### config.mk
export PLATFORM = sky130hd
export DESIGN_NAME = rr_index_arbiter
export DESIGN_NICKNAME = d
export VERILOG_FILES = /design/src/rtl/rr_index_arbiter.sv
export SDC_FILE = /design/constraint.sdc
export NUM_CORES = 1
export LEC_CHECK = 0
export ABC_AREA = 1
export CORE_MARGIN = 3
export CORE_UTILIZATION = 40
export CTS_CLUSTER_SIZE = 8
export DETAILED_ROUTE_END_ITERATION = 6
export PLACE_DENSITY = 0.76
export REMOVE_ABC_BUFFERS = 1
export SLEW_MARGIN = 25
export SYNTH_ARGS = -nofsm -noshare
export SYNTH_HDL_FRONTEND = slang
export SYNTH_SLANG_ARGS = --single-unit
### constraint.sdc
create_clock -name clk -period 2.1 [get_ports clk]
set_input_delay 0.525 -clock clk [delete_from_list [all_inputs] [get_ports clk]]
set_output_delay 0.525 -clock clk [all_outputs]
set_load 0.1 [all_outputs]
### src/rtl/rr_index_arbiter.sv
`default_nettype none
// ============================================================================
// Module      : rr_index_arbiter
// Description : Round-robin arbiter that feeds a priority decoder. It samples
//               an N-bit level request vector and picks one requester fairly.
//               The winner's binary index is presented on a registered
//               valid/ready handshake. A presented index stays stable until
//               it is accepted. Winners are registered one cycle after the
//               request is seen, and can be accepted back-to-back, one per
//               cycle.
// Ports       :
//   clk        in   1  rising-edge clock
//   rst_n      in   1  asynchronous active-low reset (async assert)
//   req        in   N  level requests; bit i = requester i wants service
//   idx_valid  out  1  idx holds a granted requester index
//   idx_ready  in   1  downstream accepts idx this cycle
//   idx        out  M  binary index of granted requester, always < N
//   last_idx   out  M  index of most recently accepted grant
// Revision    : 1.0  initial release
// ============================================================================
module rr_index_arbiter #(
    parameter int N = 8,
    parameter int M = $clog2(N)
) (
    input  logic         clk,
    input  logic         rst_n,
    input  logic [N-1:0] req,
    output logic         idx_valid,
    input  logic         idx_ready,
    output logic [M-1:0] idx,
    output logic [M-1:0] last_idx
);

    // The pointer resets to the top requester, so the first search after
    // reset begins at requester 0.
    localparam logic [M-1:0] c_last_reset = M'(N - 1);

    typedef enum logic [0:0] {
        S_IDLE = 1'b0,
        S_HOLD = 1'b1
    } state_t;

    state_t       r_state;
    state_t       w_state_nxt;
    logic [M-1:0] r_idx;
    logic [M-1:0] w_idx_nxt;
    logic [M-1:0] r_last_idx;
    logic [M-1:0] w_last_nxt;

    logic         w_accept;
    logic [M-1:0] w_ptr;
    logic         w_hi_found;
    logic [M-1:0] w_hi_idx;
    logic         w_any;
    logic [M-1:0] w_lo_idx;
    logic [M-1:0] w_winner;

    assign w_accept = (r_state == S_HOLD) && idx_ready;

    // On a handshake the index being accepted becomes the new pointer
    // in the same edge. So the search starts from r_idx, not from the
    // stale r_last_idx. The only other time the search result is used
    // is in IDLE, where r_last_idx is the pointer.
    assign w_ptr = (r_state == S_HOLD) ? r_idx : r_last_idx;

    // Rotating search without a modulo:
    //   The first choice is the lowest set request strictly above the
    //   pointer.
    //   If there is none, the search wraps. The winner is then the lowest
    //   set request overall. That request is at or below the pointer.
    //   The pointer position itself is reached last.
    // Only bit positions 0..N-1 are examined. This means a wrap is
    // modulo N, and an index >= N can never be produced.
    always_comb begin
        w_hi_found = 1'b0;
        w_hi_idx   = '0;
        w_any      = 1'b0;
        w_lo_idx   = '0;
        for (int j = N - 1; j >= 0; j--) begin
            if (req[j]) begin
                w_any    = 1'b1;
                w_lo_idx = M'(j);
                if (M'(j) > w_ptr) begin
                    w_hi_found = 1'b1;
                    w_hi_idx   = M'(j);
                end
            end
        end
    end

    assign w_winner = w_hi_found ? w_hi_idx : w_lo_idx;

    // Next-state and next-data logic.
    // While HOLD is waiting on ready, all registers keep their values.
    // This holds even if the request that won has since dropped, so a
    // grant is never retracted.
    always_comb begin
        w_state_nxt = r_state;
        w_idx_nxt   = r_idx;
        w_last_nxt  = r_last_idx;
        case (r_state)
            S_IDLE: begin
                if (w_any) begin
                    w_idx_nxt   = w_winner;
                    w_state_nxt = S_HOLD;
                end
            end
            S_HOLD: begin
                if (w_accept) begin
                    w_last_nxt = r_idx;
                    if (w_any) begin
                        w_idx_nxt   = w_winner;
                        w_state_nxt = S_HOLD;
                    end else begin
                        w_state_nxt = S_IDLE;
                    end
                end
            end
            default: begin
                w_state_nxt = S_IDLE;
            end
        endcase
    end

    always_ff @(posedge clk or negedge rst_n) begin
        if (!rst_n) begin
            r_state    <= S_IDLE;
            r_idx      <= '0;
            r_last_idx <= c_last_reset;
        end else begin
            r_state    <= w_state_nxt;
            r_idx      <= w_idx_nxt;
            r_last_idx <= w_last_nxt;
        end
    end

    // Every output is taken straight from a register.
    assign idx_valid = (r_state == S_HOLD);
    assign idx       = r_idx;
    assign last_idx  = r_last_idx;

endmodule
`default_nettype wire
==> results of run 1 <==
how the worst min path moves through the flow:
stage	cells past startpoint	slack (ps)	from	end
after CTS	1	520	rst_n	idx_valid
after global routing	1	530	rst_n	idx_valid
after floorplan	0	230	rst_n	idx[0]
final	1	530	rst_n	idx_valid
after global placement	2	520	last_idx[2]	last_idx[2]
after detailed placement	2	530	last_idx[2]	last_idx[2]
layout make-up:
type | count | share of cell area
multi-input cells | 70 | 0.4472
repair buffers | 17 | 0.2375
flip-flops and latches | 7 | 0.2097
inverters | 12 | 0.05279
clock buffers | 4 | 0.03079
well taps | 15 | 0.02199
metrics by stage:
step           cell area [um^2]  utilization  total power, W
2_1_floorplan             605.6            -        0.001034
3_3_place_gp              827.0       0.6053        0.001294
3_5_place_dp              827.0       0.6053        0.001306
4_1_cts                   853.3       0.6245        0.001432
5_1_grt                   853.3       0.6245        0.001513
6_report                  853.3       0.6245        0.001425
layout by cell type (no fill, tap or decap):
cell type        Yosys  routed
a21oi_1              2       2
o21ai_0              4       4
buf_4                0       3
clkdlybuf4s50_1      0      10
clkbuf_4             0       3
buf_12               0       4
mux2_2               2       2
nand4_1              1       1
o211ai_1             1       1
dfrtp_1              4       4
nor2_4               3       3
dfstp_2              3       3
inv_2                3       3
clkbuf_1             0       1
nor2_2               1       1
nand3_1              8       8
nand2_4              2       2
nand2_2             10      10
o22ai_1              1       1
nand3_2              2       2
nor2_1               7       7
inv_1                9       9
nand2_1             26      26
synthesized netlist by cell type:
cell type  count  share of area
a21oi_1        2          0.017
dfrtp_1        4           0.17
dfstp_2        3           0.13
inv_1          9          0.056
inv_2          3          0.019
mux2_2         2          0.037
nand2_1       26           0.16
nand2_2       10           0.10
nand2_4        2          0.037
nand3_1        8          0.066
nand3_2        2          0.033
nand4_1        1          0.010
nor2_1         7          0.043
nor2_2         1          0.010
nor2_4         3          0.056
o211ai_1       1          0.012
o21ai_0        4          0.033
o22ai_1        1          0.010
kinds of logic (layout without fill, tap and decap cells):
kind of cell / after synthesis / count (layout) / share of synthesized area
compound gates: 8 / 8 / 0.07233
buf+inv: 12 / 33 / 0.07437
flops: 7 / 7 / 0.2955
mux: 2 / 2 / 0.03719
simple gates: 60 / 60 / 0.5207
state kept, by name (all words and copies together), names as in the netlist:
signal	count
last_idx	3
idx	3
idx_valid	1
worst max-delay path, delay by kind of cell:
kind | cells | cell delay, ps
AOI/OAI and AO/OA | 1 | 190
buffers and inverters | 2 | 590
and+or+nand+nor | 5 | 520
power groups by stage:
stage	logic, W	clock network, W	registers (W)
6_report	0.00102	0.000119	0.000282
3_3_place_gp	0.00101	0	0.000280
2_1_floorplan	0.000354	0	0.000680
3_5_place_dp	0.00102	0	0.000283
4_1_cts	0.00102	0.000126	0.000281
5_1_grt	0.00109	0.000134	0.000294
per-layer routing:
layer	GRT usage	up-vias	routed length [um]
met2	0.2751	21	691
met3	0.05976	2	52
met4	0.07602	0	21
met1	0.2123	278	642
li1	-	329	-
met5	0	-	0
==> flow_summary.json, run 1 <==
{
  "status": "complete, no violations",
  "drive_above_1_share": 0.3273,
  "worst_slew_pin_slew_ps": 310.2,
  "finalSetupTns_ps": 0,
  "cts_resized": 0,
  "regArea_um2": 178.9,
  "clock-root-buffer": "clkbuf_4",
  "leakagePower_nw": 0.4252,
  "dp_slack_ps": 224.1,
  "multi_input_area_um2": 381.6,
  "fmaxAchievable_mhz": 604.8,
  "grt_pass1_vias": 630,
  "drt_iter0_markers": 20,
  "slew_viol_final": 0,
  "hold_buffers": 0,
  "r2r_end": "idx[0]",
  "overflow": 0,
  "avgSynthCellArea_um2": 6.804,
  "die_area_um2": 2017,
  "switching_share": 0.5846,
  "r2r_cells": 12,
  "cts_tree": "built",
  "numCtsBuffers": 3,
  "coreArea_um2": 1366,
  "combinationalPowerShare": 0.718,
  "cts_buffer_depth": 2,
  "crit_chain": "clkdlybuf4s50_1 -> nor2_1 -> nand3_1 -> o22ai_1 -> inv_1 -> nand2_1 -> nor2_1 -> nor2_1",
  "r2r-start": "idx_valid",
  "final_net_count": 122,
  "vias_per_cell": 5.040,
  "detail-route-antenna-nets": 0,
  "start_util": 0.4432,
  "path_clk_slew_ps": 50,
  "seq_area_frac_synth": 0.2955,
  "synthCells": 89,
  "totalWireLength_um": 1408,
  "worst_slack_ps": 446.4,
  "insertion_delay_ps": 250,
  "p_per_area_nw_per_um2": 1669,
  "cp.required_ps": 2270,
  "layoutNonFillerInstCount": 125,
  "drtPass1Iterations": 4,
  "pwr-share-clk": 0.084,
  "syn-cell-area_um2": 605.6,
  "fin_skew_ps": 10.30,
  "antenna_found_initial": 0,
  "synth.ff_latch_count": 7,
  "die_h_um": 44.91,
  "period_share": 0.7874,
  "wire_per_inst_um": 11.26,
  "endpoint_kind": "flip-flop",
  "r2r_setup_slack_ps": 490,
  "dp.cells": 121,
  "grt_usage": 0.1734,
  "worstSetupEndpoint": "idx[0]",
  "cts.sinks": 7,
  "maxCapViolCount": 0,
  "drc_errors": 0,
  "area_growth_pct": 40.91,
  "rsz0062_at_grt": "no",
  "cts_setup_buffers": 0,
  "place_congestion": 0.8334,
  "yosys.cell_types.count": 18,
  "vias": 630,
  "nFillCells": 120,
  "startpoint": "req[7]",
  "startpoint_type": "primary input",
  "cp_max_fo": 5,
  "hold_viol": 0,
  "setup_viol": 0,
  "cp_slowest_stage_delay_ps": 470,
  "grt_pass1_wl_um": 2539,
  "hold_path_class": "primary input to asynchronous set/reset pin",
  "pin_count": 18,
  "worstPathArrival_ps": 1830,
  "seq_power_share": 0.198,
  "dpl.hpwl_um": 1156,
  "portBuffers": 17,
  "whs_ps": 526.8,
  "min_period_ps": 1654,
  "crit_top_cell": "nor2_1",
  "antenna_cells": 0,
  "die_w_um": 44.91,
  "h-tree-depth": 1,
  "yosys_warnings": 0,
  "relSlewSlack": 0.7926,
  "p_int_w": 0.0005918,
  "power.switching_w": 0.0008327,
  "grt_max_degree": 8,
  "cpMaxStageDelayCell": "clkdlybuf4s50_1",
  "ir_drop_v": 0.001197,
  "rows": 13,
  "crit_type": "primary input to flip-flop"
}
(Power assumes the default switching activity.)
==> inputs of run 2 (changes only) <==
--- a/config.mk
+++ b/config.mk
@@ -10,7 +10,7 @@
 export CORE_UTILIZATION = 40
 export CTS_CLUSTER_SIZE = 8
 export DETAILED_ROUTE_END_ITERATION = 6
-export PLACE_DENSITY = 0.76
+export PLACE_DENSITY = 0.78
 export REMOVE_ABC_BUFFERS = 1
 export SLEW_MARGIN = 25
 export SYNTH_ARGS = -nofsm -noshare
==> constraint.sdc (replaced) <==
create_clock -name clk -period 1.48 [get_ports clk]
set_input_delay 0.37 -clock clk [delete_from_list [all_inputs] [get_ports clk]]
set_output_delay 0.37 -clock clk [all_outputs]
set_load 0.1 [all_outputs]
==> flow_summary.json, run 2 (synthesis results as in run 1) <==
{
  "status": "finished with violations",
  "violations": "setup timing",
  "drtPass1Iterations": 6,
  "area_growth_pct": 84.71,
  "vias_per_cell": 5.149,
  "pin_count": 18,
  "leakagePower_nw": 0.5700,
  "final_common_cell": "nand2_1",
  "place_congestion": 0.8712,
  "rows": 13,
  "worst_slew_pin_slew_ps": 356.8,
  "startpoint_type": "flip-flop",
  "numCtsBuffers": 3,
  "crit_family": "simple AND/OR/NAND/NOR gates",
  "crit_type": "flip-flop to flip-flop",
  "rsz0062_at_grt": "yes",
  "power.switching_w": 0.001411,
  "cts_buffer_depth": 2,
  "grt_pass1_vias": 691,
  "layoutNonFillerInstCount": 141,
  "totalWireLength_um": 1933,
  "die_h_um": 44.91,
  "startpoint": "idx_valid",
  "worstPathArrival_ps": 1710,
  "nFillCells": 81,
  "pwr-share-clk": 0.073,
  "die_w_um": 44.91,
  "fin_skew_ps": 8.503,
  "worst_slack_ps": -60.04,
  "grt_max_degree": 8,
  "relSlewSlack": 0.7614,
  "layout_common_cells": "21 x nand2_1, 14 x buf_4, 10 x clkdlybuf4s50_1, 9 x inv_1, 8 x nand2_2",
  "finalSetupTns_ps": -88.15,
  "gr-max-usage-layer": "met2",
  "hold_viol": 0,
  "grt_util_met1": 0.2463,
  "antenna_cells": 0,
  "hold_path_class": "primary input to asynchronous set/reset pin",
  "fmaxAchievable_mhz": 649.3,
  "hold_buffers": 0,
  "cp_slowest_stage_delay_ps": 450,
  "dp.cells": 136,
  "cp.buffers_inverters": 1,
  "final_net_count": 138,
  "p_int_w": 0.001159,
  "cp_max_fo": 5,
  "dpl.hpwl_um": 1434,
  "cts.sinks": 7,
  "use_met3": 0.04781,
  "detail-route-antenna-nets": 0,
  "portBuffers": 17,
  "endpoint_kind": "flip-flop",
  "h-tree-depth": 1,
  "r2r-start": "idx_valid",
  "period_share": 1.041,
  "cts_tree": "built",
  "ir_drop_v": 0.002566,
  "drc_errors": 0,
  "drive_above_1_share": 0.4683,
  "coreArea_um2": 1366,
  "overflow": 0,
  "maxCapViolCount": 0,
  "combinationalPowerShare": 0.782,
  "wire_per_inst_um": 13.71,
  "vias": 726,
  "crit_chain": "inv_4 -> nand2_4 -> nand2_8 -> nand2_4 -> nand3_2 -> nand2_2 -> nor2_4 -> nand2_2 -> nand2_1 -> nor2_1 -> nor2_1 -> nor2_1",
  "min_period_ps": 1540,
  "die_area_um2": 2017,
  "start_util": 0.4432,
  "slew_viol_final": 0,
  "insertion_delay_ps": 270,
  "drt_iter0_markers": 23,
  "grt_pass1_wl_um": 2925,
  "antenna_found_initial": 0,
  "regArea_um2": 180.2,
  "cpMaxStageDelayCell": "dfrtp_2",
  "cp.required_ps": 1650,
  "use_met2": 0.3295,
  "switching_share": 0.5491,
  "grt_usage": 0.2054,
  "path_clk_slew_ps": 60,
  "multi_input_area_um2": 475.5,
  "setup_viol": 4,
  "crit_top_cell": "nor2_1",
  "clock-root-buffer": "clkbuf_4",
  "seq_power_share": 0.144,
  "p_per_area_nw_per_um2": 2297
}
run 2: cell count changes in the layout (fill, tap and decap cells not counted), sizes merged:
cell	delta
buf	+16
run 2: metal layers:
metal	share of wire	vias up
met5	0	-
met4	0.021	0
li1	-	359
met1	0.40	343
met2	0.55	19
met3	0.033	5
run 2: cell type report:
type / instances / area share
sequential: 7 / 0.1611
multi-input combinational: 70 / 0.4251
tap: 15 / 0.01678
timing repair buffer: 33 / 0.3289
inverter: 12 / 0.04474
clock buffer: 4 / 0.02349
run 2: worst reg2reg max path, cell delays in order, from the launching register on:
cell     delay (ps)
dfrtp_2         450
inv_4           120
nand2_4          80
nand2_8         100
nand2_4          60
nand3_2          90
nand2_2          90
nor2_4          150
nand2_2          60
nand2_1          60
nor2_1           40
nor2_1          100
nor2_1           50
run 2: path summary, 6_finish.rpt:
kind | endpoint | slack [ps] | cells after the start
max in group asynchronous | last_idx[1] | 800 | 1
hold / removal | idx[0] | 370 | 1
setup / recovery | idx[0] | -60 | 12
min in group clk | idx[0] | 630 | 3
setup reg to reg | idx[0] | -60 | 12
hold reg to reg | idx[0] | 630 | 3
run 2: repair_timing:
action | 4_1_cts | 5_1_grt
pin swaps | 1 | 16
endpoints found under the setup margin | 2 | 6
resized for setup | 3 | 21
buffers inserted | 0 | 1
run 2: power by group through the flow:
stage	clock [W]	combinational, W	sequential, W
final	0.000188	0.00201	0.000371
after global routing	0.000210	0.00210	0.000378
after CTS	0.000195	0.00180	0.000347
after detailed placement	0	0.00178	0.000349
after global placement	0	0.00174	0.000344
after floorplan	0	0.000502	0.000965
run 2: metrics by stage:
stage / setup WS, ps / instance area (um^2) / utilization / total power, W / hold slack (ps)
finish: -60.04 / 1119 / 0.8187 / 0.002569 / 371.3
detailed placement: -200.3 / 977.2 / 0.7152 / 0.002128 / 624.8
global route: -169.8 / 1119 / 0.8187 / 0.002686 / 367.0
CTS: -28.25 / 1011 / 0.7399 / 0.002338 / 369.6
floorplan: -567.0 / 605.6 / - / 0.001467 / 74.41
global placement: -154.2 / 977.2 / 0.7152 / 0.002085 / 591.7
==> edit (settings of run 2) <==
Set the parameter `N` to 16 (it was 8).
--- a/src/rtl/rr_index_arbiter.sv
+++ b/src/rtl/rr_index_arbiter.sv
@@ -19,7 +19,7 @@
 // Revision    : 1.0  initial release
 // ============================================================================
 module rr_index_arbiter #(
-    parameter int N = 8,
+    parameter int N = 16,
     parameter int M = $clog2(N)
 ) (
     input  logic         clk,
Ports: changed (resized idx, last_idx and req); port bits go from 18 to 28. The function was not compared with the original's and may differ.
==> edit against run 2 <==
  * The run still ends with setup timing left
  * Worst hold slack improved by 0.033 ns
  * Routed wire length increased by 93%
  * Power rose by 36%
  * Synthesized area rose by 71%
  * Synthesized cell count is 89% higher
  * Design area is 70% higher
  * Sequential cell count increased by 2
  * Clock power rose by 2%
  * Setup slack got worse by 0.46 ns
  * Largest cell class unchanged
==> edit: results (changes against run 2) <==
post-CTS resize count=23 (+20); met3 Use GR=0.0460 (-0.00183); first-pass GRT wire length=6110 microns (+110%); drt first pass iters=5 (-1); status=finished, violations left; largest net degree at the start of global routing=10 (+2); Post-Syn Instances=168 (+89%); placed cell areas=1740 sq um (+78%); ratio of cells with drive above 1 in the final layout=0.428 (-0.0403); final setup violating endpoints=5 (+1); Detailed Route Iter0 Violations=82 (+260%); Final Routed Wirelength=3740 microns (+93%); Post-Route Skew=0.00250 ns (-0.00600 ns); failing checks=setup timing; DP HPWL=2900 microns (+100%); Power Total=3.49 mW (+36%); Final WS setup=-0.525 ns (-0.465 ns); Place WS=-0.636 ns (-0.436 ns); Global Route met2 Usage=0.421 (+0.0914); vias per cell=5.26 (+2.2%); routed wl met2=1880 microns (+78%); Clock Power Share=0.055 (-0.018); NetSw=1.87 mW (+32%); placed cells=264 (+94%); # Post-CTS Setup Buffers=3 (+3); GRT Resource Usage Total=0.236 (+0.0301)
==> edit: cell types whose count changed after synthesis, sizes merged, moves of 2 or more <==
cell / change
inv: +14
nor3: +5
o21ai: +6
mux2: -2
a21oi: +7
nand2: +27
nor2: +8
==> edit: kinds of logic (layout without fill, tap and decap cells) <==
logic type,Yosys count,after routing,share of synthesized area
AO/OA/AOI/OAI,27,27,0.164
buffers and inverters,28,103,0.114
flip-flops,9,9,0.222
AND/OR/NAND/NOR,104,104,0.500
==> edit: cell type report <==
type / instances / area [sq um]
multi-input combinational: 131 / 781
timing repair buffer: 72 / 717
fill: 154 / 438
sequential: 9 / 231
inverter: 27 / 111
tap: 28 / 35.0
clock buffer: 4 / 26.3
==> edit: worst paths after layout <==
check	slack [ns]	endpoint	cells past startpoint
min in group clk	0.62	last_idx[3]	3
max reg2reg	-0.53	idx[0]	15
max	-0.53	idx[0]	15
min	0.40	idx[0]	1
min reg2reg	0.62	last_idx[3]	3
max in group asynchronous	0.75	last_idx[3]	1
